`config.mk`:
```
export PLATFORM = sky130hd
export DESIGN_NAME = motor_duty_sequencer
export DESIGN_NICKNAME = d
export VERILOG_FILES = /design/src/rtl/motor_duty_sequencer_pkg.sv /design/src/rtl/motor_duty_sequencer_hall_filter.sv /design/src/rtl/motor_duty_sequencer.sv
export SDC_FILE = /design/constraint.sdc
export NUM_CORES = 1
export LEC_CHECK = 0
export ABC_AREA = 1
export CAP_MARGIN = 20
export CORE_UTILIZATION = 30
export DETAILED_ROUTE_END_ITERATION = 6
export PLACE_DENSITY = 0.53
export SYNTH_ARGS = -nofsm -noshare
export SYNTH_HDL_FRONTEND = slang
export SYNTH_SLANG_ARGS = --single-unit
```
`constraint.sdc`:
```
create_clock -name clock -period 1.9 [get_ports clock]
set_input_delay 0.38 -clock clock [delete_from_list [all_inputs] [get_ports clock]]
set_output_delay 0.38 -clock clock [all_outputs]
set_load 0.03 [all_outputs]
```
`src/rtl/motor_duty_sequencer_pkg.sv`:
```
// Shared definitions for the motor duty sequencer and its hall front end.
// Covers the duty width, state encodings, fault codes and invalid hall codes.
package motor_duty_sequencer_pkg;

  localparam int unsigned DUTY_CYCLE_WIDTH = 8;
  localparam int unsigned HALL_WIDTH       = 3;
  localparam int unsigned FAULT_CODE_WIDTH = 2;

  typedef enum logic [1:0] {
    ST_IDLE  = 2'd0,
    ST_RAMP  = 2'd1,
    ST_RUN   = 2'd2,
    ST_FAULT = 2'd3
  } state_e;

  typedef logic [FAULT_CODE_WIDTH-1:0] fault_code_t;

  localparam fault_code_t FAULT_NONE  = 2'b00;
  localparam fault_code_t FAULT_HALL  = 2'b01;
  localparam fault_code_t FAULT_STALL = 2'b10;

  localparam logic [HALL_WIDTH-1:0] HALL_INVALID_LO = 3'b000;
  localparam logic [HALL_WIDTH-1:0] HALL_INVALID_HI = 3'b111;

  typedef struct packed {
    logic        fault;
    fault_code_t code;
  } fault_status_t;

  function automatic logic hall_is_invalid(input logic [HALL_WIDTH-1:0] code);
    return (code == HALL_INVALID_LO) || (code == HALL_INVALID_HI);
  endfunction

endpackage

```
`src/rtl/motor_duty_sequencer_hall_filter.sv`:
```
// Hall front end: 2-flop synchronizer, stability filter and a change strobe.
// hall_edge_c_o is high in the cycle whose closing edge loads a new hall_q_o.
module hall_filter
  import motor_duty_sequencer_pkg::*;
#(
  parameter int unsigned HALL_FILTER = 4
) (
  input  logic                  clk_i,
  input  logic                  rst_ni,
  input  logic [HALL_WIDTH-1:0] hall_i,
  output logic [HALL_WIDTH-1:0] hall_q_o,
  output logic                  hall_edge_c_o
);

  localparam int unsigned CNT_W = 5;

  logic [HALL_WIDTH-1:0] sync1_q, sync2_q;
  logic [HALL_WIDTH-1:0] cand_q, cand_d;
  logic [HALL_WIDTH-1:0] hall_q, hall_d;
  logic [CNT_W-1:0]      cnt_q, cnt_d;
  logic                  accept_c;

  // Count consecutive samples of a candidate that differs from the accepted code.
  always_comb begin
    cand_d   = sync2_q;
    cnt_d    = '0;
    hall_d   = hall_q;
    accept_c = 1'b0;
    if (sync2_q != hall_q) begin
      cnt_d = (cand_q == sync2_q) ? cnt_q + CNT_W'(1) : CNT_W'(1);
      if (cnt_d >= CNT_W'(HALL_FILTER)) begin
        accept_c = 1'b1;
        hall_d   = sync2_q;
        cnt_d    = '0;
      end
    end
  end

  always_ff @(posedge clk_i or negedge rst_ni) begin
    if (!rst_ni) begin
      sync1_q <= '0;
      sync2_q <= '0;
      cand_q  <= '0;
      cnt_q   <= '0;
      hall_q  <= '0;
    end else begin
      sync1_q <= hall_i;
      sync2_q <= sync1_q;
      cand_q  <= cand_d;
      cnt_q   <= cnt_d;
      hall_q  <= hall_d;
    end
  end

  assign hall_q_o      = hall_q;
  assign hall_edge_c_o = accept_c;

endmodule

```
`src/rtl/motor_duty_sequencer.sv`:
```
// Slew-limited duty sequencer with hall validity and stall supervision.
// Faults force duty to zero and latch a code until cleared with enable low.
module motor_duty_sequencer
  import motor_duty_sequencer_pkg::*;
#(
  parameter int unsigned DUTY_WIDTH   = DUTY_CYCLE_WIDTH,
  parameter int unsigned RAMP_DIV     = 256,
  parameter int unsigned STALL_CYCLES = 2000000,
  parameter int unsigned HALL_FILTER  = 4
) (
  input  logic                        clock,
  input  logic                        reset_n,
  input  logic                        enable,
  input  logic [DUTY_WIDTH-1:0]       duty_cmd,
  input  logic [HALL_WIDTH-1:0]       hall,
  input  logic                        fault_clear,
  output logic [DUTY_WIDTH-1:0]       duty_out,
  output logic                        drive_en,
  output logic [HALL_WIDTH-1:0]       hall_q,
  output logic                        fault,
  output logic [FAULT_CODE_WIDTH-1:0] fault_code,
  output logic                        busy
);

  localparam int unsigned RAMP_W  = (RAMP_DIV > 1) ? $clog2(RAMP_DIV) : 1;
  localparam int unsigned STALL_W = $clog2(STALL_CYCLES + 1);

  state_e                state_q, state_d;
  logic [DUTY_WIDTH-1:0] duty_q, duty_d;
  logic [RAMP_W-1:0]     ramp_cnt_q, ramp_cnt_d;
  logic [STALL_W-1:0]    stall_cnt_q, stall_cnt_d;
  fault_status_t         status_q, status_d;
  logic                  drive_en_q, drive_en_d;
  logic                  busy_q, busy_d;
  logic [1:0]            rst_sync_q;
  logic                  rst_n_int;

  logic [HALL_WIDTH-1:0] hall_filt;
  logic                  hall_edge_c;
  logic [DUTY_WIDTH-1:0] target_c;
  logic                  hall_bad_c, ramp_tick_c, stall_hit_c;
  logic [STALL_W-1:0]    stall_inc_c;
  fault_code_t           fault_sel_c;

  // Assert asynchronously, release two clocks after reset_n rises.
  always_ff @(posedge clock or negedge reset_n) begin
    if (!reset_n) rst_sync_q <= '0;
    else          rst_sync_q <= {rst_sync_q[0], 1'b1};
  end
  assign rst_n_int = rst_sync_q[1];

  hall_filter #(
    .HALL_FILTER(HALL_FILTER)
  ) u_hall_filter (
    .clk_i        (clock),
    .rst_ni       (rst_n_int),
    .hall_i       (hall),
    .hall_q_o     (hall_filt),
    .hall_edge_c_o(hall_edge_c)
  );

  assign target_c    = enable ? duty_cmd : '0;
  assign hall_bad_c  = hall_is_invalid(hall_filt);
  assign ramp_tick_c = (state_q == ST_RAMP) && (ramp_cnt_q == RAMP_W'(RAMP_DIV - 1));
  assign stall_inc_c = (stall_cnt_q == STALL_W'(STALL_CYCLES)) ? stall_cnt_q
                                                                : stall_cnt_q + STALL_W'(1);
  // The counter would reach STALL_CYCLES on this edge.
  assign stall_hit_c = !hall_edge_c && (stall_cnt_q >= STALL_W'(STALL_CYCLES - 1));

  always_ff @(posedge clock or negedge rst_n_int) begin
    if (!rst_n_int) begin
      state_q     <= ST_IDLE;
      duty_q      <= '0;
      ramp_cnt_q  <= '0;
      stall_cnt_q <= '0;
      status_q    <= '0;
      drive_en_q  <= 1'b0;
      busy_q      <= 1'b0;
    end else begin
      state_q     <= state_d;
      duty_q      <= duty_d;
      ramp_cnt_q  <= ramp_cnt_d;
      stall_cnt_q <= stall_cnt_d;
      status_q    <= status_d;
      drive_en_q  <= drive_en_d;
      busy_q      <= busy_d;
    end
  end

  // Next state; faults outrank every other transition.
  always_comb begin
    state_d     = state_q;
    fault_sel_c = FAULT_NONE;
    case (state_q)
      ST_IDLE: if (enable && (duty_cmd != '0)) state_d = ST_RAMP;
      ST_RAMP: begin
        if (hall_bad_c) begin
          state_d     = ST_FAULT;
          fault_sel_c = FAULT_HALL;
        end else if ((duty_q == target_c) && (target_c != '0)) begin
          state_d = ST_RUN;
        end else if ((duty_q == '0) && (target_c == '0)) begin
          state_d = ST_IDLE;
        end
      end
      ST_RUN: begin
        if (hall_bad_c) begin
          state_d     = ST_FAULT;
          fault_sel_c = FAULT_HALL;
        end else if (stall_hit_c) begin
          state_d     = ST_FAULT;
          fault_sel_c = FAULT_STALL;
        end else if (target_c != duty_q) begin
          state_d = ST_RAMP;
        end
      end
      ST_FAULT: if (fault_clear && !enable) state_d = ST_IDLE;
      default:  state_d = ST_IDLE;
    endcase
  end

  // Registered outputs and counters, all keyed off the next state.
  always_comb begin
    duty_d      = duty_q;
    ramp_cnt_d  = '0;
    stall_cnt_d = '0;
    status_d    = '0;
    drive_en_d  = (state_d == ST_RAMP) || (state_d == ST_RUN);
    busy_d      = (state_d != ST_IDLE);

    if ((state_q == ST_RAMP) && (state_d == ST_RAMP))
      ramp_cnt_d = ramp_tick_c ? '0 : ramp_cnt_q + RAMP_W'(1);

    if (state_q == ST_RUN)
      stall_cnt_d = hall_edge_c ? '0 : stall_inc_c;

    if ((state_d == ST_FAULT) || (state_d == ST_IDLE)) begin
      duty_d = '0;
    end else if (ramp_tick_c) begin
      if (duty_q < target_c)      duty_d = duty_q + DUTY_WIDTH'(1);
      else if (duty_q > target_c) duty_d = duty_q - DUTY_WIDTH'(1);
    end

    if (state_d == ST_FAULT) begin
      if (state_q != ST_FAULT) begin
        status_d.fault = 1'b1;
        status_d.code  = fault_sel_c;
      end else begin
        status_d = status_q;
      end
    end
  end

  assign duty_out   = duty_q;
  assign drive_en   = drive_en_q;
  assign hall_q     = hall_filt;
  assign fault      = status_q.fault;
  assign fault_code = status_q.code;
  assign busy       = busy_q;

endmodule
```
## Word-level counts from Yosys, hierarchy flattened

Index checks and enable logic that the tools add are counted.

- Register bits after elaboration: 63
- Bits in latches: 0
- Memory bits (writable): 0
- ROM bits: 0
- Input port bits: 15
- Memories: 0

- Add/sub/neg operators: 5
- $mul: 0
- Divide/modulo/power cells: 0
- Magnitude comparators: 4
- Eq/ne operators: 16
- Shift operators: 0
- Multiplexer cells: 30
- Bitwise logic cells: 0
- Reduce and logical (&&, ||, !) cells: 24

Operators with widths:

| operator | count |
|---|---|
| 2-to-1 mux 21 bit | 3 |
| 2-to-1 mux 8 bit | 7 |
| adder 21 x 1 -> 21 bit (second input constant) | 1 |
| == test 21 bit (second input constant) | 1 |
| >= comparator 21 bit (second input constant) | 1 |
| 2-to-1 mux 2 bit | 10 |
| adder 8 x 1 -> 8 bit (second input constant) | 2 |
| logical NOT 8 bit | 2 |
| nonzero test 8 bit | 2 |
| 2-to-1 mux 5 bit | 3 |
| == test 2 bit (second input constant) | 4 |
| == test 8 bit | 1 |
| == test 8 bit (second input constant) | 1 |
| > comparator 8 bit | 1 |
| less-than comparator 8 bit | 1 |
| != test 8 bit | 1 |
| one-hot mux 2 bit (4 select lines) | 1 |
| subtractor 8 x 1 -> 8 bit (second input constant) | 1 |
| logical AND 1 bit | 7 |
| 2-to-1 mux 3 bit | 2 |
| adder 5 x 1 -> 5 bit (second input constant) | 1 |
| >= comparator 5 x 3 -> 1 bit (second input constant) | 1 |
| == test 2 x 1 -> 1 bit (second input constant) | 2 |
| logical NOT 2 bit | 2 |
| 14 further kinds | 21 |

## Logic depth before layout (Yosys ltp)

- Depth in word-level cells: 14
- Gate-level depth with buffers: 19
- Depth with buffers taken out: 18

## Cells and area by module

Synthesis repeated with hierarchy kept, for this count alone.

- Cells, all modules: 470
- Area, all modules: 3,743.6 µm²

By module, submodules not included:

| module | instances | cells an instance | area an instance (µm²) | sequential area each (µm²) |
|---|---|---|---|---|
| motor_duty_sequencer | 1 | 402 | 3,060.4 | 1,151.1 |
| hall_filter | 1 | 68 | 683.2 | 425.4 |

## Worst setup path before layout

Ideal clock, no wire load.

- Path kind: flip-flop to flip-flop
- Start: reg duty_q[7] (netlist: duty_out[7])
- End: reg duty_q[6] (netlist: duty_out[6])
- Setup time: 83 ps
- Data arrival time: 2,517 ps
- Data required time: 1,817 ps
- Setup slack: -700 ps
- Stages on the path, launching flop included: 15
- Path buffers: 0
- Cell sequence: dfrtp_1 -> ha_1 -> nand2_1 -> or2_2 -> nand3_1 -> inv_1 -> fa_1 -> inv_1 -> nand3_1 -> nand2_1 -> nand2_1 -> nand2_1 -> a21oi_1 -> xor2_1 -> o21ai_0

- Longest elaborated chain between the ends: 10

Ends and longest elaborated chain:

| what | line | source |
|---|---|---|
| from (decl) | motor_duty_sequencer.sv:29 | `logic [DUTY_WIDTH-1:0] duty_q, duty_d;` |
| from (signal assigned) | motor_duty_sequencer.sv:81 | `duty_q <= duty_d;` |
| logical NOT 8 bit | motor_duty_sequencer.sv:102 | `end else if ((duty_q == '0) && (target_c == '0)) begin` |
| logical AND 1 bit | motor_duty_sequencer.sv:102 |  |
| 2-to-1 mux 2 bit | motor_duty_sequencer.sv:102 |  |
| 2-to-1 mux 2 bit | motor_duty_sequencer.sv:100 | `end else if ((duty_q == target_c) && (target_c != '0)) begin` |
| 2-to-1 mux 2 bit | motor_duty_sequencer.sv:97 | `if (hall_bad_c) begin` |
| one-hot mux 2 bit (4 select lines) | motor_duty_sequencer.sv:94 | `case (state_q)` |
| == test 2 bit or logical NOT 2 bit (tied branches) | motor_duty_sequencer.sv:137 | `if ((state_d == ST_FAULT) \|\| (state_d == ST_IDLE)) begin` |
| logical OR 1 bit | motor_duty_sequencer.sv:137 |  |
| nonzero test 3 bit (no source line) or nonzero test 2 bit (tied branches) | n/a |  |
| AND reduction 2 bit (no source line) | n/a |  |

Parallel ways exist; a longest one is shown, timed or not. The select of a mux whose other input is x is not followed.
A chain may end at the register's enable or synchronous reset.

## Final worst setup path

- Start: reg duty_q[3] (netlist: duty_out[3])
- End: reg duty_q[4] (netlist: duty_out[4])

The elaborated chain is that of the path after synthesis.

==> results.txt <==
The flow ran to the end, but the final reports show violations. The layout net count came out at between 600 and 700. After detailed routing, the number of vias per cell comes to 4.71. The count of fill cells added during filler insertion came out at roughly 1.1k.

The initial cell density of the core is between 30 and 40%. The width of the die is roughly 110 µm. The worst setup path is launched from a register. The via count of the first global-routing pass is 3,667. Of the cells placed in the final design, the portion with a size suffix greater than 1 is a little over two fifths. The most common library cell in the layout ignoring fill and taps is buf_4. The mapped netlist covers ~3600 µm². The count of pins over their slew limit came out at 0. In this run the critical register-to-register path is captured at duty_out[4]$_DFFE_PN0P_.

The finished layout holds 740 standard cells, fillers aside. The total CTS buffers is 9. The height of the die came out at 112 µm. STA classifies the critical path endpoint as a register. Setup repair after global routing could not meet its margin everywhere. The area of the multi-input gates came out at between 2000 and 2500 µm². In the layout the commonest cells are buf_4 (100), nand2_1 (81), dfrtp_1 (54). The max-capacitance violation count is 0. Global routing finished with a remaining overflow of 0. The wire length of the first global-routing pass came out at between 15,000 and 20,000 µm.

The top cell type by area accounts for ~43% of the synthesized area. The time the final worst path needs with I/O delays and setup came out at between 2 and 2.5 ns. The sequential cell area in the final layout is ~1600 µm². The fmax is between 400 and 500 MHz.

The worst-case headroom to the max-slew limit came out at roughly two thirds. The biggest area contributor in the post-synthesis netlist is dfrtp_1. The number of vias after detailed routing came out at between 3k and 4k. Yosys printed 0 warnings. The core region area came out at around 12,000 µm². The number of remaining DRC errors is 2. The estimated wirelength of the detail-placed design came out at approximately 7000 µm. In this run the worst setup path terminates at duty_out[4]$_DFFE_PN0P_. The power per cell area is just over 1000 nW/µm².

The global placement routability congestion came out at approximately 0.84. The count of antenna-violating nets left after detailed routing came out at 0. The initialized floorplan defines 39 standard-cell rows. After synthesis, flip-flops and latches occupy around 43% of the total area.

The final setup skew came out at approximately 0.0057 ns. On the worst path, the slowest cell contributes a delay of between 0.4 and 0.5 ns. The number of antenna diodes is 0. The maximum vdd ir drop is between 0.8 and 0.9 mV.

The most critical setup path has its startpoint at duty_out[3]$_DFFE_PN0P_. The cell count after synthesis came out at approximately 440. The post-synthesis area per instance came out at ~8.2 µm². TritonCTS built the clock tree. The final worst-path cycle share came out at 121%.

The clock net sink count is 63. The critical path goes through ha_4 -> nand2_2 -> o21ai_2 -> nand2_2 -> nand3_4 -> inv_2 -> fa_2 -> inv_2 -> nand3_2 -> nand2_2 -> nand2_2 -> buf_4 -> buf_4 -> nand2_1 -> o21ai_1. In this run, the number of DRC markers left after iteration 0 of detailed routing was about 110.

Clock tree synthesis selected as its root buffer the cell clkbuf_16. The slack of the critical path came out at -0.402 ns. The pin count of the biggest net entering global routing is 42. The final-report hold violation count is 0. The top fanout value on the critical path is 3.

The data arrival time at the worst-slack endpoint is 2.52 ns. The wire length reported by the detailed router is roughly 10000 µm. The final setup violation count came out at 19. The die covers 12,600 µm². The initial antenna violation count came out at 0. The distinct cell type count of the synthesized netlist came out at 39. The growth of design area from synthesis to finish came out at 60.0%. The most used cell along the critical path is nand2_2. Yosys attributes the largest share of cell area to dfrtp_1 (43%), nand2_1 (10%), ha_1 (7.9%).

The number of top-level pins came out at 31. The clock latency on the worst-skew pair came out at 0.34 ns. The number of I/O port buffers is 30. The worst-case register-to-register setup slack came out at -0.40 ns. The maximum clock insertion buffer count is 2. The first TritonRoute pass finished after 7 iterations. For the worst flop-to-flop path, the logic depth is 15. The path type of the worst setup path is reg -> reg. The startpoint identified for the worst register-to-register timing path is duty_out[3]$_DFFE_PN0P_. The class of the worst hold path is in -> async.

The worst path required time came out at 2.12 ns. The post-detailed-route wirelength per cell came out at 13.4 µm. The synthesized flop and latch total came out at 63. Clock-pin slew was measured on the worst setup and hold paths at ~0.050 ns.

The checks that failed: DRC, setup timing. Global routing used between 15 and 20% of the available tracks across all layers. The instance count after placement with tap cells included is 700.

The analysis attributes to cell leakage a power of between 2 and 3 nW. The post-route core utilization is about half. The largest individual stage delay along the critical path comes from the cell dfrtp_2. The H-tree depth came out at 3. For the pin with the worst max-slew slack, the measured transition is approximately 0.50 ns.
[layer usage]
layer | wire length [µm] | global-route usage, % | vias to the layer above
li1 | - | - | 1747
met5 | 0 | 0 | -
met2 | 5040 | 29.9 | 59
met1 | 4350 | 20.4 | 1664
met4 | 157 | 4.89 | 0
met3 | 355 | 4.64 | 18
[per-stage QoR]
step	setup TNS [ns]	setup slack (ns)	instance area, µm²	power (mW)	hold slack, ns
6_report	-4.35	-0.402	5820	5.85	0.209
5_1_grt	-6.62	-0.524	5820	6.24	0.204
4_1_cts	-4.79	-0.385	5500	5.76	0.199
3_5_place_dp	-20.13	-1.16	4950	3.82	0.262
3_3_place_gp	-18.78	-1.09	4950	3.78	0.257
2_1_floorplan	-3.78	-0.393	3840	2.92	0.0844
[power by group]
group	internal, mW	switching [mW]	leakage (nW)
clock	1.14	0.593	0.148
sequential	1.49	0.125	0.813
combinational	1.13	1.37	1.82
total	3.76	2.09	2.78
[flip-flops by register name (all words and copies together) (netlist names)]
signal	flops
drive_en	1
fault	1
rst_sync_q	2
state_q	2
stall_cnt_q	21
fault_code	2
duty_out	8
u_hall_filter.sync1_q	3
u_hall_filter.cnt_q	5
ramp_cnt_q	8
busy	1
u_hall_filter.cand_q	3
u_hall_filter.cand_d	3
u_hall_filter.hall_q_o	3
[cells by family (layout without fill, tap and decap cells)]
kind of cell	Yosys count	after routing	share of synthesized area [%]
AND/OR/NAND/NOR	219	219	28.0
flip-flops	63	63	43.4
AO/OA/AOI/OAI	60	60	9.54
buffers and inverters	59	210	6.37
adder cells (fa/ha/maj)	24	24	8.47
XOR/XNOR	17	17	4.10
other	2	4	0.207
[synthesized netlist by cell type]
| cell type | n |
|---|---|
| a2111oi_0 | 1 |
| a211oi_1 | 1 |
| a21oi_1 | 23 |
| a21oi_2 | 1 |
| a21oi_4 | 1 |
| a31oi_1 | 4 |
| and2_1 | 1 |
| buf_2 | 2 |
| buf_6 | 1 |
| clkinv_1 | 1 |
| conb_1 | 2 |
| dfrtp_1 | 63 |
| fa_1 | 1 |
| ha_1 | 23 |
| inv_1 | 53 |
| inv_2 | 2 |
| nand2_1 | 100 |
| nand2_2 | 8 |
| nand3_1 | 24 |
| nand3_2 | 3 |
| nand3_4 | 1 |
| nand3b_1 | 2 |
| nand4_1 | 8 |
| nor2_1 | 40 |
| nor2_2 | 14 |
| nor3_1 | 8 |
| nor3_4 | 1 |
| nor3b_1 | 1 |
| nor4_1 | 4 |
| o21a_1 | 3 |
| o21ai_0 | 22 |
| o21bai_1 | 1 |
| o221a_2 | 1 |
| o22ai_1 | 1 |
| o31ai_1 | 1 |
| or2_1 | 1 |
| or2_2 | 3 |
| xnor2_1 | 9 |
| xor2_1 | 8 |
[worst max-delay path, delay by kind of cell, from the launching register on]
kind | cells | cell delay (ns)
flops | 1 | 0.43
fa+ha+maj | 2 | 0.65
simple gates | 7 | 0.51
compound gates | 2 | 0.21
buf+inv | 4 | 0.37
[how the worst min path moves through the flow]
stage | to | slack [ns]
global route | rst_sync_q[0]$_DFF_PN0_ | 0.20
finish | rst_sync_q[0]$_DFF_PN0_ | 0.21
floorplan | rst_sync_q[0]$_DFF_PN0_ | 0.08
detailed placement | duty_out[5]$_DFFE_PN0P_ | 0.26
global placement | duty_out[5]$_DFFE_PN0P_ | 0.26
CTS | rst_sync_q[0]$_DFF_PN0_ | 0.20
[timing repair]
action,in CTS,in global routing
buffers inserted,13,10
hold buffers,0,0
gates cloned,1,0
gates resized for setup,57,54
pin swaps,29,23
endpoints found under the setup margin,36,39
[layout make-up]
| type | count | area share, % |
|---|---|---|
| inverters | 56 | 3.70 |
| well taps | 143 | 3.08 |
| clock buffers | 10 | 3.94 |
| multi-input cells | 324 | 40.4 |
| flip-flops and latches | 63 | 27.3 |
| clock inverters | 6 | 1.46 |
| repair buffers | 138 | 20.2 |
Note: power is estimated with default switching activity, not from simulation.
